$ cat src/rtl/gpio_port_if.sv
// Peripheral bus bundle for gpio_port: register select, write/read strobes and data.
interface gpio_port_if #(
  parameter int unsigned WIDTH = 8
);
  logic [2:0]       addr;
  logic [WIDTH-1:0] wdata;
  logic             we;
  logic             re;
  logic [WIDTH-1:0] rdata;

  modport master (output addr, output wdata, output we, output re, input rdata);
  modport slave  (input addr, input wdata, input we, input re, output rdata);
endinterface

$ cat src/rtl/gpio_port.sv
// Parametrised GPIO: per-pin direction, synchronised inputs, sticky W1C edge interrupts
// and an atomic toggle register on the CPU peripheral bus.
module gpio_port #(
  parameter int unsigned WIDTH       = 8,
  parameter int unsigned SYNC_STAGES = 2
) (
  input  logic             clk,
  input  logic             rst_n,
  gpio_port_if.slave       bus,
  input  logic [WIDTH-1:0] gpio_i,
  output logic [WIDTH-1:0] gpio_o,
  output logic [WIDTH-1:0] gpio_oe,
  output logic             irq
);

  typedef enum logic [2:0] {
    REG_OUT     = 3'd0,
    REG_DIR     = 3'd1,
    REG_IN      = 3'd2,
    REG_RISE_EN = 3'd3,
    REG_FALL_EN = 3'd4,
    REG_STATUS  = 3'd5,
    REG_TOGGLE  = 3'd6,
    REG_RSVD    = 3'd7
  } reg_addr_e;

  localparam int unsigned ARM_COUNT = SYNC_STAGES + 1;
  localparam int unsigned ARM_W     = $clog2(ARM_COUNT + 1);

  logic [WIDTH-1:0] r_out;
  logic [WIDTH-1:0] r_dir;
  logic [WIDTH-1:0] r_rise_en;
  logic [WIDTH-1:0] r_fall_en;
  logic [WIDTH-1:0] r_status;
  logic [WIDTH-1:0] r_rdata;
  logic [WIDTH-1:0] r_prev;
  logic [WIDTH-1:0] r_sync [SYNC_STAGES];
  logic [ARM_W-1:0] r_arm_cnt;

  reg_addr_e        w_addr;
  logic [WIDTH-1:0] w_sync;
  logic             w_armed;
  logic [WIDTH-1:0] w_event;
  logic [WIDTH-1:0] w_w1c;
  logic [WIDTH-1:0] w_rd_mux;

  assign w_addr  = reg_addr_e'(bus.addr);
  assign w_sync  = r_sync[SYNC_STAGES-1];
  assign w_armed = (r_arm_cnt == ARM_W'(ARM_COUNT));

  // Events are ignored until the synchroniser and prev register hold real pin data,
  // so pins already high at reset release do not look like rising edges.
  always_comb begin
    w_event = '0;
    if (w_armed) begin
      w_event = (w_sync & ~r_prev & r_rise_en) | (~w_sync & r_prev & r_fall_en);
    end
  end

  always_comb begin
    w_w1c = '0;
    if (bus.we && (w_addr == REG_STATUS)) begin
      w_w1c = bus.wdata;
    end
  end

  always_comb begin
    w_rd_mux = '0;
    case (w_addr)
      REG_OUT:     w_rd_mux = r_out;
      REG_DIR:     w_rd_mux = r_dir;
      REG_IN:      w_rd_mux = w_sync;
      REG_RISE_EN: w_rd_mux = r_rise_en;
      REG_FALL_EN: w_rd_mux = r_fall_en;
      REG_STATUS:  w_rd_mux = r_status;
      default:     w_rd_mux = '0;
    endcase
  end

  always_ff @(posedge clk) begin
    if (!rst_n) begin
      for (int unsigned i = 0; i < SYNC_STAGES; i++) begin
        r_sync[i] <= '0;
      end
    end else begin
      r_sync[0] <= gpio_i;
      for (int unsigned i = 1; i < SYNC_STAGES; i++) begin
        r_sync[i] <= r_sync[i-1];
      end
    end
  end

  always_ff @(posedge clk) begin
    if (!rst_n) begin
      r_out     <= '0;
      r_dir     <= '0;
      r_rise_en <= '0;
      r_fall_en <= '0;
      r_status  <= '0;
      r_rdata   <= '0;
      r_prev    <= '0;
      r_arm_cnt <= '0;
    end else begin
      if (bus.we) begin
        case (w_addr)
          REG_OUT:     r_out     <= bus.wdata;
          REG_DIR:     r_dir     <= bus.wdata;
          REG_RISE_EN: r_rise_en <= bus.wdata;
          REG_FALL_EN: r_fall_en <= bus.wdata;
          REG_TOGGLE:  r_out     <= r_out ^ bus.wdata;
          default:     ;
        endcase
      end
      // New events are OR-ed in after the clear so a same-cycle set survives its W1C.
      r_status <= (r_status & ~w_w1c) | w_event;
      r_prev   <= w_sync;
      if (!w_armed) begin
        r_arm_cnt <= r_arm_cnt + ARM_W'(1);
      end
      if (bus.re) begin
        r_rdata <= w_rd_mux;
      end
    end
  end

  assign bus.rdata = r_rdata;
  assign gpio_o    = r_out;
  assign gpio_oe   = r_dir;
  assign irq       = |r_status;

endmodule

$ cat src/flat_wrapper.sv
// flat-port wrapper written by rule: the top's interface ports become plain ports
module gpio_port_flat 
#(
  parameter int unsigned WIDTH       = 8,
  parameter int unsigned SYNC_STAGES = 2
)
  (clk, rst_n, gpio_i, gpio_o, gpio_oe, irq, bus_addr, bus_wdata, bus_we, bus_re, bus_rdata);
  gpio_port_if #(.WIDTH(WIDTH)) bus_i ();
  input  logic clk;
  input  logic rst_n;
  input  logic [WIDTH-1:0] gpio_i;
  output logic [WIDTH-1:0] gpio_o;
  output logic [WIDTH-1:0] gpio_oe;
  output logic irq;
  input wire logic [$bits(bus_i.addr)-1:0] bus_addr;
  input wire logic [$bits(bus_i.wdata)-1:0] bus_wdata;
  input wire logic [$bits(bus_i.we)-1:0] bus_we;
  input wire logic [$bits(bus_i.re)-1:0] bus_re;
  output wire logic [$bits(bus_i.rdata)-1:0] bus_rdata;
  assign bus_i.addr = bus_addr;
  assign bus_i.wdata = bus_wdata;
  assign bus_i.we = bus_we;
  assign bus_i.re = bus_re;
  assign bus_rdata = bus_i.rdata;
  gpio_port #(.WIDTH(WIDTH), .SYNC_STAGES(SYNC_STAGES)) u_core (.clk(clk), .rst_n(rst_n), .bus(bus_i), .gpio_i(gpio_i), .gpio_o(gpio_o), .gpio_oe(gpio_oe), .irq(irq));
endmodule
$ cat config.mk
export PLATFORM = sky130hd
export DESIGN_NAME = gpio_port_flat
export DESIGN_NICKNAME = d
export VERILOG_FILES = /design/src/rtl/gpio_port_if.sv /design/src/rtl/gpio_port.sv /design/src/flat_wrapper.sv
export SDC_FILE = /design/constraint.sdc
export NUM_CORES = 1
export LEC_CHECK = 0
export CORE_MARGIN = 4
export CORE_UTILIZATION = 45
export CTS_CLUSTER_DIAMETER = 100
export CTS_CLUSTER_SIZE = 12
export DETAILED_ROUTE_END_ITERATION = 7
export GPL_TIMING_DRIVEN = 0
export PLACE_DENSITY = 0.72
export SETUP_SLACK_MARGIN = 0.15
export SLEW_MARGIN = 20
export SYNTH_ARGS = -nofsm -noshare
export SYNTH_HDL_FRONTEND = slang
export SYNTH_SLANG_ARGS = --single-unit
$ cat constraint.sdc
create_clock -name clk -period 2.8 [get_ports clk]
set_clock_uncertainty 0.2 [all_clocks]
set_input_delay 0.84 -clock clk [delete_from_list [all_inputs] [get_ports clk]]
set_output_delay 0.84 -clock clk [all_outputs]
set_load 0.02 [all_outputs]
== Word-level counts from Yosys, hierarchy flattened ==
Memories as Yosys holds them, arrays and structs flattened.
Cells that the tools add are included.

* Add/subtract/negate cells: 1
* Equal/unequal tests: 7
* Multiplexer cells: 8
* Bitwise operators: 13
* Reductions and logical operators: 8

{| class="wikitable"
|+ Operator list
! kind !! number
|-
| one-hot mux 8 bit (6 select lines) || 1
|-
| bitwise AND 8 bit || 5
|-
| two-way mux 8 bit || 4
|-
| inverter 8 bit || 3
|-
| bitwise OR 8 bit || 2
|-
| one-hot mux 8 bit (2 select lines) || 1
|-
| == test 3 bit (second input constant) || 3
|-
| AND reduction 2 bit || 4
|-
| OR reduction 8 bit || 1
|-
| XOR 8 bit || 1
|-
| == test 3 x 2 -> 1 bit (second input constant) || 2
|-
| == test 3 x 1 -> 1 bit (second input constant) || 1
|-
| zero test 3 bit || 1
|-
| adder 2 x 1 -> 2 bit (second input constant) || 1
|-
| == test 2 bit (second input constant) || 1
|-
| two-way mux 1 bit || 2
|-
| bitwise OR 1 bit || 2
|-
| nonzero test 2 bit || 1
|-
| logical AND 1 bit || 1
|}

* Bits in registers: 58
* RAM bits: 16
* Output and inout port bits: 25
* Logic and storage cells: 46
* Memories: 1

{| class="wikitable"
|+ Memories
! name !! depth !! bits a word !! rd ports !! clocked after Yosys merged registers in !! write ports !! line !! text
|-
| u_core.r_sync || 2 || 8 || 2 || 0 || 2 || gpio_port.sv:37 || <nowiki>logic [WIDTH-1:0] r_sync [SYNC_STAGES];</nowiki>
|}

== Depth between registers and ports, before layout ==
Gate-level depths: netlist of run 1.

* Word-level depth: 6
* Gate-level depth with buffers: 6

== Worst setup path before layout of run 1 ==
No wires, ideal clock.

* Path kind: input port to flip-flop
* Start point: input port bus_addr[2]
* End point: register u_core.r_out[5] (netlist: u_core.gpio_o[5])
* Library setup time: 0.115 ns
* Arrival time: 1.825 ns
* Data required time: 2.485 ns
* Slack: 0.660 ns
* Stages on the path: 6
* Path buffers: 2
* Cells stage by stage: buf_6 or4b_4 buf_6 nand2_2 xor2_1 and2_1

* Word-level cells in the longest chain between the ends: 3
* Elaborated cells on any way between the ends: 5
* Classes of those cells: 1 x eq/ne; 1 x mux; 3 x reduce/logical

{| class="wikitable"
|+ Ends and longest elaborated chain
! element !! line !! text
|-
| from (decl) || flat_wrapper.sv:15 || <nowiki>input wire logic [$bits(bus_i.addr)-1:0] bus_addr;</nowiki>
|-
| == test 3 bit or zero test 3 bit (tied branches) || gpio_port.sv:105 || <nowiki>case (w_addr)</nowiki>
|-
| nonzero test 2 bit (no line) || - ||
|-
| AND reduction 2 bit (no line) || - ||
|-
| to (signal assigned) || gpio_port.sv:106 || <nowiki>REG_OUT: r_out <= bus.wdata;</nowiki>
|-
| to (signal assigned) || gpio_port.sv:110 || <nowiki>REG_TOGGLE: r_out <= r_out ^ bus.wdata;</nowiki>
|-
| to (decl) || gpio_port.sv:30 || <nowiki>logic [WIDTH-1:0] r_out;</nowiki>
|}

Parallel ways exist; a longest one is shown, timed or not.
A chain may end at the register's enable or synchronous reset.

== Worst setup path in the final report of run 1 ==
* Start point: input port bus_addr[1]
* End point: register u_core.r_rdata[5] (netlist: u_core.bus.rdata[5])

* Word-level cells in the longest chain between the ends: 2
* Elaborated cells on any way between the ends: 7
* Classes of those cells: 5 x eq/ne; 1 x mux; 1 x reduce/logical

{| class="wikitable"
|+ Ends and longest elaborated chain
! element !! line !! text
|-
| == test 3 bit, or another cell as far along || gpio_port.sv:69 || <nowiki>case (w_addr)</nowiki>
|-
| one-hot mux 8 bit (6 select lines) * || gpio_port.sv:69 ||
|-
| to (signal assigned) || gpio_port.sv:121 || <nowiki>r_rdata <= w_rd_mux;</nowiki>
|-
| to (decl) || gpio_port.sv:35 || <nowiki>logic [WIDTH-1:0] r_rdata;</nowiki>
|}

Every way passes the cells marked *; elsewhere a longest branch is shown, timed or not.

==> results.py, run 1 <==
metrics = {
    "final_layout": {
        "area_growth_pct": 25.34,
        "n_antenna_cell": 0,
        "stdcell_area_um2": 4023,
        "fillCellCount": 631,
        "layout_common_cells": "dfxtp_1, nand2_1, clkdlybuf4s50_1, and2_1, a21boi_0",
        "drive_gt1_frac": 0.1211,
        "finalNonFillerCells": 517,
        "seq_area_um2": 1481,
        "multi_input_area_um2": 1637,
        "nNetsFinal": 440,
        "final_common_cell": "dfxtp_1",
    },
    "detailed_routing": {
        "wl_per_cell_um": 18.01,
        "ant_nets": 0,
        "via_count": 2857,
        "drtPass1Iterations": 5,
        "vias_per_cell": 5.526,
        "wirelength_mm": 9.309,
        "drtIter0Drc": 206,
        "drc_errors": 0,
    },
    "clocking": {
        "cts_root_buf": "clkbuf_8",
        "cts_tree": "yes",
        "insertion_delay_ns": 0.36,
        "cts_made_buffers": 9,
        "clock_sinks": 74,
        "htree_levels": 3,
        "clkTransAtPathRegs_ns": 0.08,
        "clk_path_buf_depth": 2,
    },
    "yosys": {
        "syn_area_um2": 3209,
        "yosys.area.top_type_share": 0.4616,
        "synth-edff-count": 0,
        "synth_top_family_by_area": "simple AND/OR/NAND/NOR gates",
        "avgSynthCellArea_um2": 8.915,
        "synthSimpleGateAreaFrac": 0.2608,
        "synth-compound-area-share": 0.1567,
        "yosys_most_used_dff": "dfxtp_1",
        "ys_warn_count": 0,
        "synthArstFlopShare": 0,
        "synth_area_leader_cell": "dfxtp_1",
        "syn_nets": 384,
        "synthMuxAreaShare": 0.05419,
        "synthCells": 360,
        "synth-seq-cells": 74,
        "yosys-top-cells-area": "dfxtp_1, nand2_1, and2_1",
        "synth_xor_area_frac": 0.02729,
        "synth_fa_ha_area_frac": 0.003899,
        "synth_cell_types": 39,
        "ys_seq_area_frac": 0.4616,
    },
    "worst_setup_path": {
        "start_kind": "input port",
        "crit_required_ns": 2.91,
        "critPathMaxFanout": 10,
        "cp-end-kind": "flop",
        "critPathKind": "in -> reg",
        "arrival_ns": 2.67,
    },
    "timing": {
        "hold_viol_final": 0,
        "slew_headroom": 0.5630,
        "setup_viol": 0,
        "setup_ws_ns": 0.2375,
        "rsz0062_at_grt": "no",
        "layout_min_cycle_time_ns": 2.563,
        "fin_crit_sh": 0.9152,
        "hold_ws_ns": 0.2355,
        "fin_tns_setup_ns": 0,
        "drv_slew": 0,
        "tightestPinTransition_ns": 0.6555,
        "max_freq_ghz": 0.3902,
    },
    "flow_run": {
        "maxCapViolCount": 0,
    },
    "die": {
        "fp.dieH_um": 92.45,
        "die_w_um": 92.45,
        "dieArea_um2": 8547,
        "core_area_um2": 6869,
        "ios": 48,
        "std_cell_rows": 30,
        "start_util": 0.4672,
    },
    "power": {
        "internal_power_mw": 1.730,
        "vdd_ir_drop_max_mv": 0.2961,
        "p_seq_frac": 0.484,
        "pwr-share-comb": 0.112,
        "switching_share": 0.2493,
        "leakagePower_nw": 1.410,
        "switchingPower_mw": 0.5747,
        "p_clk_frac": 0.403,
        "power_density_nw_per_um2": 573.0,
    },
    "grt": {
        "overflow": 0,
        "antenna_found_initial": 0,
        "gr-usage-all-layers": 0.2180,
        "grt_pass1_wl_mm": 13.90,
        "grt_start_max_net_pins": 13,
        "grt_pass1_vias": 2525,
    },
    "hold_path": {
        "hp-class": "reg -> reg",
    },
    "placement": {
        "dpl_worst_slack_ns": -0.2053,
        "hpwl_mm": 6.133,
        "port_buffers": 45,
        "place_inst": 501,
        "place_area_um2": 3780,
        "place_congestion": 0.9287,
    },
    "run_status": {
        "outcome": "finished clean",
    },
}
==> routing by layer <==
layer	global-route usage	share of wire	routed length, um	vias to the layer above
met2	0.3426	0.45	4197	136
met5	0	0	0	-
met3	0.04062	0.078	725	37
met1	0.2839	0.43	4021	1340
met4	0.1139	0.039	365	0
li1	-	-	-	1344
==> cell type report <==
type	count	area share
multi-input combinational	263	0.4068
sequential	74	0.3683
timing repair buffer	45	0.1117
clock buffer	11	0.03515
tap	96	0.02986
buffer	23	0.02893
clock inverter	5	0.01928
==> cell families (layout without fill, tap and decap cells) <==
kind of cell             after synthesis  in the layout
AO/OA/AOI/OAI                         75             75
buffers and inverters                 23             84
XOR/XNOR                              10             10
AND/OR/NAND/NOR                      161            161
adder cells (fa/ha/maj)                1              1
flip-flops                            74             74
multiplexers                          16             16
==> timing repair <==
| item | in CTS | in global routing |
|---|---|---|
| resized for setup | 2 | 6 |
| hold buffers | 0 | 0 |
| endpoints found under the setup margin | 5 | 21 |
| hold endpoints to repair | 0 | 0 |
| buffers inserted | 0 | 0 |
==> worst max-delay path, cell delays in order <==
cell	delay, ns
clkdlybuf4s50_1	0.63
buf_2	0.31
nor2b_1	0.38
a22oi_1	0.12
a21oi_1	0.19
o221a_2	0.19
==> final timing paths <==
check | startpoint | end | slack [ns] | depth (start not counted)
max reg2reg | u_core.r_arm_cnt[0]$_SDFFE_PN0N_ | u_core.r_status[4]$_SDFF_PN0_ | 1.18 | 4
min reg2reg | u_core.r_sync[0][3]$_SDFF_PN0_ | u_core.r_sync[0][11]$_SDFF_PN0_ | 0.24 | 1
min | u_core.r_sync[0][3]$_SDFF_PN0_ | u_core.r_sync[0][11]$_SDFF_PN0_ | 0.24 | 1
max | bus_addr[1] | u_core.bus.rdata[5]$_SDFFE_PN0P_ | 0.24 | 6
==> registers in the layout (all words and copies together) (netlist names) <==
name	flops
u_core.r_prev	8
u_core.r_arm_cnt	2
u_core.gpio_oe	8
u_core.r_fall_en	8
u_core.r_status	8
u_core.r_sync	16
u_core.gpio_o	8
u_core.r_rise_en	8
u_core.bus.rdata	8
==> synthesized netlist by cell type (all sizes together), types with 3 or more instances <==
cell type / n
a21boi: 24
a21oi: 7
a22oi: 10
a31oi: 7
and2: 34
buf: 11
clkbuf: 12
dfxtp: 74
mux2: 11
mux2i: 5
nand2: 78
nand2b: 3
nand3: 11
nand3b: 8
nor2: 4
nor2b: 13
o21ai: 17
xor2: 8
==> power groups by stage <==
stage | Sequential [mW] | Clock (mW) | Combinational [mW]
final | 1.12 | 0.929 | 0.259
after global routing | 1.12 | 0.980 | 0.277
after CTS | 1.12 | 0.934 | 0.253
after detailed placement | 1.14 | 0 | 0.252
after global placement | 1.14 | 0 | 0.248
after floorplan | 1.15 | 0 | 0.123
==> metrics by stage <==
stage / util / total power [mW]
CTS: 0.5829 / 2.304
global placement: 0.5503 / 1.387
floorplan: - / 1.273
finish: 0.5856 / 2.305
detailed placement: 0.5503 / 1.393
global route: 0.5856 / 2.377
Note: power is estimated with default switching activity, not from simulation.
==> inputs of run 2 (changes only) <==
--- a/config.mk
+++ b/config.mk
@@ -7,7 +7,7 @@
 export LEC_CHECK = 0
 export CORE_MARGIN = 4
 export CORE_UTILIZATION = 45
-export CTS_CLUSTER_DIAMETER = 100
+export CTS_CLUSTER_DIAMETER = 60
 export CTS_CLUSTER_SIZE = 12
 export DETAILED_ROUTE_END_ITERATION = 7
 export GPL_TIMING_DRIVEN = 0
==> results of run 2 <==
No change in the layout: final DEF, timing and power equal those of run 1.
==> inputs of run 3 (changes only) <==
==> constraint.sdc (replaced) <==
create_clock -name clk -period 2.98 [get_ports clk]
set_clock_uncertainty 0.2 [all_clocks]
set_input_delay 0.894 -clock clk [delete_from_list [all_inputs] [get_ports clk]]
set_output_delay 0.894 -clock clk [all_outputs]
set_load 0.02 [all_outputs]
==> run 3 against run 2 <==
  * Die area stayed put
  * Final cell count stayed put
  * First-iteration DRC count is 7.3% higher
  * Global-route usage stayed put
  * Flip-flop and latch count stayed put
  * Count of clock-buffer cells in the layout stayed put
  * Critical path type unchanged
  * Sequential power is 6% lower
  * Worst setup slack better by 0.048 ns
  * Routed wire length is 0.57% lower
  * Non-clock buffer count stayed put
  * Final area is 0.12% lower
==> results.py, run 3 (same netlist as run 1, synthesis figures left out) <==
metrics = {
    "hold_path": {
        "min_from": "u_core.r_sync[0][3]$_SDFF_PN0_",
        "hold_depth": 1,
        "hold_end": "u_core.r_sync[0][11]$_SDFF_PN0_",
        "hp-class": "reg -> reg",
    },
    "worst_setup_path": {
        "crit_path_max_incr_delay_ns": 0.63,
        "r2r_end": "u_core.r_status[3]$_SDFF_PN0_",
        "cp-end-kind": "flop",
        "critPathMaxFanout": 10,
        "arrival_ns": 2.73,
        "critPathKind": "in -> reg",
        "cpMaxStageDelayCell": "clkdlybuf4s50_1",
        "rr_startpoint": "u_core.r_arm_cnt[0]$_SDFFE_PN0N_",
        "start_kind": "input port",
        "path_cells": "clkdlybuf4s50_1 -> buf_2 -> buf_4 -> nand3_1 -> nand2_1 -> a21boi_0",
        "crit_required_ns": 3.02,
        "rrSetupSlack_ns": 1.34,
        "ff2ff_path_depth": 4,
    },
    "timing": {
        "fin_crit_sh": 0.9041,
        "slew_headroom": 0.5603,
        "setup_viol": 0,
        "rsz0062_at_grt": "no",
        "hold_viol_final": 0,
        "tightestPinTransition_ns": 0.6595,
        "hold_ws_ns": 0.2352,
        "drv_slew": 0,
        "max_freq_ghz": 0.3712,
        "layout_min_cycle_time_ns": 2.694,
    },
    "final_layout": {
        "area_growth_pct": 25.19,
        "drive_gt1_frac": 0.1164,
        "fin_util": 0.5849,
        "regMostFlops": "u_core.r_sync",
        "final_common_cell": "dfxtp_1",
        "finalNonFillerCells": 517,
        "largest_reg_flops": 16,
        "layout_common_cells": "dfxtp_1, nand2_1, clkdlybuf4s50_1, and2_1, a21boi_0",
        "n_antenna_cell": 0,
        "nNetsFinal": 440,
        "fillCellCount": 629,
    },
    "clocking": {
        "clkTransAtPathRegs_ns": 0.07,
        "insertion_delay_ns": 0.36,
        "htree_levels": 3,
        "clk_path_buf_depth": 2,
        "cts_made_buffers": 9,
        "ctsHoldBuffers": 0,
        "cts_tree": "yes",
        "clock_sinks": 74,
        "cts_root_buf": "clkbuf_8",
    },
    "die": {
        "fp.dieH_um": 92.45,
        "start_util": 0.4672,
        "core_area_um2": 6869,
        "ios": 48,
        "dieArea_um2": 8547,
        "std_cell_rows": 30,
        "die_w_um": 92.45,
    },
    "power": {
        "switchingPower_mw": 0.5385,
        "p_seq_frac": 0.485,
        "internal_power_mw": 1.625,
        "vdd_ir_drop_max_mv": 0.2781,
        "leakagePower_nw": 1.423,
        "switching_share": 0.2489,
        "pwr-share-comb": 0.112,
        "power_density_nw_per_um2": 538.6,
        "p_clk_frac": 0.403,
    },
    "detailed_routing": {
        "ant_nets": 0,
        "drtIter0Drc": 221,
        "drc_errors": 0,
        "via_count": 2856,
        "wl_per_cell_um": 17.90,
        "wirelength_mm": 9.256,
        "vias_per_cell": 5.524,
        "drtPass1Iterations": 5,
    },
    "grt": {
        "overflow": 0,
        "gr-usage-all-layers": 0.2180,
        "antenna_found_initial": 0,
        "grt_pass1_wl_mm": 13.90,
        "grt_start_max_net_pins": 13,
        "grt_pass1_vias": 2525,
    },
    "placement": {
        "hpwl_mm": 6.133,
        "place_inst": 501,
        "port_buffers": 45,
        "place_congestion": 0.9287,
    },
    "flow_run": {
        "maxCapViolCount": 0,
    },
    "run_status": {
        "outcome": "finished clean",
    },
}
[run 3: cell types whose count changed in the layout (fill, tap and decap cells not counted), sizes merged]
cell and change:
dlygate4sd2 -1, dlymetal6s2s +1
[run 3: critical path, delay by kind of cell]
family	cells	cell delay, ns
AO/OA/AOI/OAI	1	0.10
AND/OR/NAND/NOR	2	0.54
buffers and inverters	3	1.19
[run 3: layout make-up]
class | count | area, um2 | share of cell area
Clock buffer | 11 | 141.4 | 0.03519
Tap cell | 96 | 120.1 | 0.02990
Timing Repair Buffer | 45 | 452.9 | 0.1127
Buffer | 23 | 113.9 | 0.02834
Sequential cell | 74 | 1481 | 0.3687
Multi-Input combinational cell | 263 | 1630 | 0.4058
Clock inverter | 5 | 77.57 | 0.01931
[run 3: per-stage QoR]
step                setup slack [ns]  instance area, um2  power [mW]  TNS [ns]
CTS                           0.1716                4005       2.165         0
detailed placement          -0.07930                3780       1.309   -0.8292
global route                  0.1915                4018       2.232         0
global placement            -0.06006                3780       1.303   -0.6407
finish                        0.2857                4018       2.164         0
floorplan                     0.7861                3209       1.197         0
[run 3: routing by layer]
| metal | vias up | wire, um | track usage | share of wire |
|---|---|---|---|---|
| met5 | - | 0 | 0 | 0 |
| met4 | 0 | 295 | 0.1139 | 0.032 |
| met3 | 26 | 773 | 0.04062 | 0.084 |
| met2 | 152 | 4223 | 0.3426 | 0.46 |
| met1 | 1335 | 3963 | 0.2839 | 0.43 |
| li1 | 1343 | - | - | - |
[run 3: repair_timing]
action,4_1_cts,5_1_grt
setup endpoints to repair,1,12
buffers inserted,0,0
gates resized for setup,1,3
[run 3: power by group through the flow]
stage / logic [mW] / clock network, mW / registers [mW]
finish: 0.242 / 0.872 / 1.05
global route: 0.259 / 0.920 / 1.05
CTS: 0.238 / 0.878 / 1.05
detailed placement: 0.237 / 0 / 1.07
global placement: 0.233 / 0 / 1.07
floorplan: 0.116 / 0 / 1.08
[run 3: worst max-delay path by stage]
stage                     cells past startpoint                                to                           from
after global placement                        5     u_core.gpio_o[7]$_SDFFE_PN0P_                    bus_addr[1]
after detailed placement                      5  u_core.r_fall_en[5]$_SDFFE_PN0P_                    bus_addr[1]
after CTS                                     3                               irq  u_core.r_status[2]$_SDFF_PN0_
after global routing                          7    u_core.gpio_oe[3]$_SDFFE_PN0P_                    bus_addr[0]
final                                         6  u_core.r_rise_en[6]$_SDFFE_PN0P_                    bus_addr[1]
after floorplan                               6     u_core.gpio_o[5]$_SDFFE_PN0P_                    bus_addr[2]
